$ cat src/rtl/tap_controller_pkg.sv
// rtl/tap_controller_pkg.sv - TAP state encodings, IR opcodes and strobe bundle type
`timescale 1ns/1ps
package tap_controller_pkg;

  // 16-state TAP encoding
  localparam logic [3:0] TAP_TLR    = 4'hF;
  localparam logic [3:0] TAP_RTI    = 4'hC;
  localparam logic [3:0] TAP_SEL_DR = 4'h7;
  localparam logic [3:0] TAP_CAP_DR = 4'h6;
  localparam logic [3:0] TAP_SH_DR  = 4'h2;
  localparam logic [3:0] TAP_EX1_DR = 4'h1;
  localparam logic [3:0] TAP_PAU_DR = 4'h3;
  localparam logic [3:0] TAP_EX2_DR = 4'h0;
  localparam logic [3:0] TAP_UPD_DR = 4'h5;
  localparam logic [3:0] TAP_SEL_IR = 4'h4;
  localparam logic [3:0] TAP_CAP_IR = 4'hE;
  localparam logic [3:0] TAP_SH_IR  = 4'hA;
  localparam logic [3:0] TAP_EX1_IR = 4'h9;
  localparam logic [3:0] TAP_PAU_IR = 4'hB;
  localparam logic [3:0] TAP_EX2_IR = 4'h8;
  localparam logic [3:0] TAP_UPD_IR = 4'hD;

  // 2-bit instruction register opcodes
  localparam logic [1:0] IR_EXTEST = 2'b00;
  localparam logic [1:0] IR_SAMPLE = 2'b01;
  localparam logic [1:0] IR_INTEST = 2'b10;
  localparam logic [1:0] IR_BYPASS = 2'b11;

  // Scan-chain control outputs produced by the strobe generator
  typedef struct packed {
    logic clockdr;
    logic shiftdr;
    logic updatedr;
    logic clockir;
    logic shiftir;
    logic updateir;
    logic tdo_sel;
    logic tdo_en;
  } tap_strobes_t;

  // True in the states where the DR chain receives a clock edge on exit
  function automatic logic is_dr_clk_state(input logic [3:0] s);
    return (s == TAP_CAP_DR) || (s == TAP_SH_DR);
  endfunction

  // True in the states where the IR receives a clock edge on exit
  function automatic logic is_ir_clk_state(input logic [3:0] s);
    return (s == TAP_CAP_IR) || (s == TAP_SH_IR);
  endfunction

endpackage

$ cat src/rtl/tap_strobe_gen.sv
// rtl/tap_strobe_gen.sv - glitch-free capture/shift/update strobes derived from TAP state
`timescale 1ns/1ps
module tap_strobe_gen
  import tap_controller_pkg::*;
#(
  parameter int STATE_W = 4
) (
  input  logic               i_ck,
  input  logic               i_rst,
  input  logic [STATE_W-1:0] i_state,
  input  logic [STATE_W-1:0] i_next_state,
  output tap_strobes_t       o_strobes
);

  logic r_dr_clk_en;
  logic r_ir_clk_en;
  logic r_shiftdr;
  logic r_shiftir;
  logic r_tdo_en;
  logic r_tdo_sel;
  logic r_upd_dr_flag;
  logic r_upd_ir_flag;

  // Enables and shift levels move only while ck is low, so gating with ck cannot glitch
  always_ff @(negedge i_ck or posedge i_rst) begin
    if (i_rst) begin
      r_dr_clk_en <= 1'b0;
      r_ir_clk_en <= 1'b0;
      r_shiftdr   <= 1'b0;
      r_shiftir   <= 1'b0;
      r_tdo_en    <= 1'b0;
      r_tdo_sel   <= 1'b0;
    end else begin
      r_dr_clk_en <= is_dr_clk_state(i_state);
      r_ir_clk_en <= is_ir_clk_state(i_state);
      r_shiftdr   <= (i_state == TAP_SH_DR);
      r_shiftir   <= (i_state == TAP_SH_IR);
      r_tdo_en    <= (i_state == TAP_SH_DR) || (i_state == TAP_SH_IR);
      // Mux follows the active shift; outside shifting it keeps its last source
      if (i_state == TAP_SH_IR) begin
        r_tdo_sel <= 1'b1;
      end else if (i_state == TAP_SH_DR) begin
        r_tdo_sel <= 1'b0;
      end
    end
  end

  // Update flags move only while ck is high; set on the edge that enters UPD_x
  always_ff @(posedge i_ck or posedge i_rst) begin
    if (i_rst) begin
      r_upd_dr_flag <= 1'b0;
      r_upd_ir_flag <= 1'b0;
    end else begin
      r_upd_dr_flag <= (i_next_state == TAP_UPD_DR);
      r_upd_ir_flag <= (i_next_state == TAP_UPD_IR);
    end
  end

  assign o_strobes.clockdr  = i_ck & r_dr_clk_en;
  assign o_strobes.clockir  = i_ck & r_ir_clk_en;
  assign o_strobes.updatedr = ~i_ck & r_upd_dr_flag;
  assign o_strobes.updateir = ~i_ck & r_upd_ir_flag;
  assign o_strobes.shiftdr  = r_shiftdr;
  assign o_strobes.shiftir  = r_shiftir;
  assign o_strobes.tdo_en   = r_tdo_en;
  assign o_strobes.tdo_sel  = r_tdo_sel;

endmodule

$ cat src/rtl/tap_controller.sv
// rtl/tap_controller.sv - 16-state JTAG TAP controller with scan-chain strobes
`timescale 1ns/1ps
module tap_controller
  import tap_controller_pkg::*;
#(
  parameter int STATE_W = 4
) (
  input  logic               ck,
  input  logic               reset,
  input  logic               TMS,
  output logic               clockdr,
  output logic               shiftdr,
  output logic               updatedr,
  output logic               clockir,
  output logic               shiftir,
  output logic               updateir,
  output logic               tlr,
  output logic               tdo_sel,
  output logic               tdo_en,
  output logic [STATE_W-1:0] tap_state
);

  logic [STATE_W-1:0] r_state;
  logic [STATE_W-1:0] w_next_state;
  tap_strobes_t       w_strobes;

  // Next-state decode of TMS for every TAP state
  always_comb begin
    w_next_state = TAP_TLR;
    case (r_state)
      TAP_TLR:    w_next_state = TMS ? TAP_TLR    : TAP_RTI;
      TAP_RTI:    w_next_state = TMS ? TAP_SEL_DR : TAP_RTI;
      TAP_SEL_DR: w_next_state = TMS ? TAP_SEL_IR : TAP_CAP_DR;
      TAP_CAP_DR: w_next_state = TMS ? TAP_EX1_DR : TAP_SH_DR;
      TAP_SH_DR:  w_next_state = TMS ? TAP_EX1_DR : TAP_SH_DR;
      TAP_EX1_DR: w_next_state = TMS ? TAP_UPD_DR : TAP_PAU_DR;
      TAP_PAU_DR: w_next_state = TMS ? TAP_EX2_DR : TAP_PAU_DR;
      TAP_EX2_DR: w_next_state = TMS ? TAP_UPD_DR : TAP_SH_DR;
      TAP_UPD_DR: w_next_state = TMS ? TAP_SEL_DR : TAP_RTI;
      TAP_SEL_IR: w_next_state = TMS ? TAP_TLR    : TAP_CAP_IR;
      TAP_CAP_IR: w_next_state = TMS ? TAP_EX1_IR : TAP_SH_IR;
      TAP_SH_IR:  w_next_state = TMS ? TAP_EX1_IR : TAP_SH_IR;
      TAP_EX1_IR: w_next_state = TMS ? TAP_UPD_IR : TAP_PAU_IR;
      TAP_PAU_IR: w_next_state = TMS ? TAP_EX2_IR : TAP_PAU_IR;
      TAP_EX2_IR: w_next_state = TMS ? TAP_UPD_IR : TAP_SH_IR;
      TAP_UPD_IR: w_next_state = TMS ? TAP_SEL_DR : TAP_RTI;
      default:    w_next_state = TAP_TLR;
    endcase
  end

  // State register; reset parks the controller in TEST_LOGIC_RESET
  always_ff @(posedge ck or posedge reset) begin
    if (reset) begin
      r_state <= TAP_TLR;
    end else begin
      r_state <= w_next_state;
    end
  end

  tap_strobe_gen #(
    .STATE_W(STATE_W)
  ) u_strobe_gen (
    .i_ck         (ck),
    .i_rst        (reset),
    .i_state      (r_state),
    .i_next_state (w_next_state),
    .o_strobes    (w_strobes)
  );

  assign clockdr   = w_strobes.clockdr;
  assign shiftdr   = w_strobes.shiftdr;
  assign updatedr  = w_strobes.updatedr;
  assign clockir   = w_strobes.clockir;
  assign shiftir   = w_strobes.shiftir;
  assign updateir  = w_strobes.updateir;
  assign tdo_sel   = w_strobes.tdo_sel;
  assign tdo_en    = w_strobes.tdo_en;
  assign tlr       = (r_state == TAP_TLR);
  assign tap_state = r_state;

endmodule

$ cat config.mk
export PLATFORM = sky130hd
export DESIGN_NAME = tap_controller
export DESIGN_NICKNAME = d
export VERILOG_FILES = /design/src/rtl/tap_controller_pkg.sv /design/src/rtl/tap_strobe_gen.sv /design/src/rtl/tap_controller.sv
export SDC_FILE = /design/constraint.sdc
export NUM_CORES = 1
export LEC_CHECK = 0
export CAP_MARGIN = 20
export CORE_MARGIN = 2
export CORE_UTILIZATION = 40
export CTS_BUF_LIST = sky130_fd_sc_hd__clkbuf_8 sky130_fd_sc_hd__clkbuf_16
export DETAILED_ROUTE_END_ITERATION = 8
export DONT_BUFFER_PORTS = 1
export GPL_TIMING_DRIVEN = 1
export PLACE_DENSITY = 0.5
export SLEW_MARGIN = 30
export SYNTH_ARGS = -nofsm -noshare
export SYNTH_HDL_FRONTEND = slang
export SYNTH_HIERARCHICAL = 1
export SYNTH_SLANG_ARGS = --single-unit
$ cat constraint.sdc
create_clock -name ck -period 1.55 [get_ports ck]
set_input_delay 0.31 -clock ck [delete_from_list [all_inputs] [get_ports ck]]
set_output_delay 0.31 -clock ck [all_outputs]
set_load 0.01 [all_outputs]
# Word-level counts from Yosys, hierarchy flattened
# Cells that the tools add are included.
# totals
reg_bits,12
latchBits,0
mem_bits_rw,0
rom_bits,0
inputBits,3
mem_count,0
# op_classes
addsub,0
n_mul,0
n_div,0
magnitude_cmp,0
n_eq_ne,17
n_shift,0
muxes,15
bitwise,5
reduce_logical,8
# op_table
op,count
case mux 4 bit (12 select lines),1
== test 4 bit (second input constant),9
== test 4 x 3 -> 1 bit (second input constant),5
2-to-1 mux 2 bit,6
2-to-1 mux 3 bit,4
== test 4 x 2 -> 1 bit (second input constant),2
bitwise AND 1 bit,4
== test 4 x 1 -> 1 bit (second input constant),1
zero test 4 bit,1
2-to-1 mux 4 bit,1
OR reduction 2 bit,2
logical OR 1 bit,3
2-to-1 mux 1 bit,3
OR reduction 3 bit,1
nonzero test 2 bit,1
inverter 1 bit,1

# Logic depth before layout (Yosys ltp)
# depth
word_depth,4
ltp_mapped,4
mapped_depth_nobuf,4

# Cells and area by module
# The synthesis kept the hierarchy.
# modules_own_cells
module,instances,cells_each,area_each_um2,seq_area_each_um2
tap_strobe_gen,1,25,341.6,200.2
tap_controller,1,22,209.0,105.1

==> results.tsv <==
metric	value	unit
status	finished, violations left	
violations	setup timing	
layout_setup_ws	-0.441	ns
crit_buf_inv	0	
yosys-top-cells-count	dfrtn_1, buf_4, dfstp_2, nand2_1	
synth_ff_type	dfrtn_1	
yosysUniqueCellTypes	24	
required	1.24	ns
synth_area_leaders	dfrtn_1, dfstp_2, dfrtp_1, buf_4, and2_1	
dr.pass1.iters	2	
area_growth_syn_to_layout	51.4	%
final_net_count	68	
max-slew-margin-rel	74.7	%
end_kind	primary output	
grt_first_pass_wirelength	1970	um
startpoint_type	flop	
hp-class	primary input to flop	
grt_max_degree	9	
drt_iter0_drc	2	
worst_pin_slew	0.378	ns
synth_edf_count	0	
cp.arrival	1.68	ns
via_per_inst	5.33	
finalHoldViolCount	0	
yosysSeqAreaShare	55.5	%
crit_path_max_incr_delay	0.39	ns
clock_skew	0.0329	ns
grt_usage	21.4	%
clk_latency	0.38	ns
synth-seq-cells	12	
path_delay_family	flip-flops	
clk_pin_slew	0.05	ns
drv_slew	0	
io_buffers	0	
vdd_drop_max	1.61	mV
drc_errors	0	
crit_slowest_cell	dfrtn_1	
ios	16	
worstPathCellList	and2_4	
start_util	42.3	%
synth_warnings	6	
leakagePower	0.387	nW
path_max_fanout	1	
die_x	41.1	um
grt_pass1_vias	462	
fp.dieH	41.1	um
yosysMostFrequentCell	dfrtn_1	
rsz0062_at_grt	yes	
antenna_found_initial	0	
hold_slack	0.154	ns
wl_per_cell	16.0	um
synth_area	551	um2
gp_congestion	0.734	
drt-total-wl	1260	um
drtAntennaViolNets	0	
syn_avg_cell_area	11.7	um2
path_class	flop to primary output	
tns	-4.19	ns
cts_tree	done	
design.die.area	1690	um2
reg2reg_slack	-0.41	ns
syn_nets	50	
cap_violations	0	
post-synth-top-area-fraction	27.3	%
syn_inst	47	
row_count	13	
finalSetupViolCount	17	
grt_overflow	0	
vias	421	
antenna_cells	0	
synthArstFlopShare	100	%
power_density	2430	nW/um2
fp.coreArea	1300	um2
synth_top_cell_by_area	dfrtn_1	
drive_gt1_share	59.4	%
metal layers:
layer  GRT usage (%)  share of wire, %  vias up  wire [um]
met4            25.8               2.8        0         35
met3            17.4                10        7        130
met1            17.4                35      200        438
met2            28.9                52       24        658
li1                -                 -      190          -
met5               0                 0        -          0
power breakdown:
part           internal, mW  switching (mW)  total (mW)
Clock                 0.471           0.202       0.672
Combinational         0.411           0.362       0.773
Sequential            0.467           0.109       0.576
Total                  1.35           0.673        2.02
area by class of cell:
type                            count  area (um2)
Clock buffer                        8         110
Timing Repair Buffer               13         126
Tap cell                           15        18.8
Sequential cell                    12         305
Fill cell                         112         468
Multi-Input combinational cell     29         265
Inverter                            2        7.51
cells in the final DEF, fill, tap and decap left out, types with 2 or more instances in the layout:
| cell | n |
|---|---|
| nor2_4 | 2 |
| buf_4 | 5 |
| dfrtp_1 | 2 |
| clkbuf_8 | 8 |
| buf_6 | 7 |
| nor2b_4 | 2 |
| nor2b_1 | 2 |
| nand2_1 | 3 |
| inv_1 | 2 |
| dfstp_2 | 4 |
| dfrtn_1 | 6 |
| and2_4 | 3 |
flip-flops by register name (all words and copies together) (netlist names):
register,count
tap_state,4
u_strobe_gen/r_dr_clk_en,1
u_strobe_gen/r_ir_clk_en,1
u_strobe_gen/r_shiftdr,1
u_strobe_gen/r_shiftir,1
u_strobe_gen/r_tdo_en,1
u_strobe_gen/r_tdo_sel,1
u_strobe_gen/r_upd_dr_flag,1
u_strobe_gen/r_upd_ir_flag,1
per-stage QoR:
| step | setup slack (ns) | area [um2] | power [mW] | std cells | util (%) |
|---|---|---|---|---|---|
| 2_1_floorplan | -0.548 | 561 | 0.978 | 47 | - |
| 3_3_place_gp | -0.418 | 602 | 1.12 | 65 | 46.3 |
| 3_5_place_dp | -0.442 | 602 | 1.15 | 65 | 46.3 |
| 4_1_cts | -0.447 | 816 | 1.98 | 79 | 62.7 |
| 5_1_grt | -0.483 | 833 | 2.14 | 79 | 64.0 |
| 6_report | -0.441 | 833 | 2.02 | 79 | 64.0 |
cell families after synthesis:
family	count (synthesis)	synth area share [%]
AO/OA/AOI/OAI	6	7.50
multiplexers	1	2.73
flip-flops	12	55.5
AND/OR/NAND/NOR	22	27.5
buffers and inverters	6	6.82
final timing paths:
check	start	endpoint	depth (start not counted)
max reg2reg	tap_state[1]	u_strobe_gen/r_tdo_sel	2
min in group asynchronous	reset	u_strobe_gen/r_upd_dr_flag	2
max	u_strobe_gen/r_ir_clk_en	clockir	1
min reg2reg	u_strobe_gen/r_tdo_sel	u_strobe_gen/r_tdo_sel	1
max in group asynchronous	reset	u_strobe_gen/r_tdo_sel	2
min	TMS	tap_state[0]	1
what timing repair did:
action	CTS	global route
setup endpoints to repair	17	18
pin swaps	7	6
hold buffers	1	0
buffers inserted	5	0
hold endpoints to repair	6	0
gates resized for setup	17	5
No activity file was read; power rests on OpenSTA's default activity.
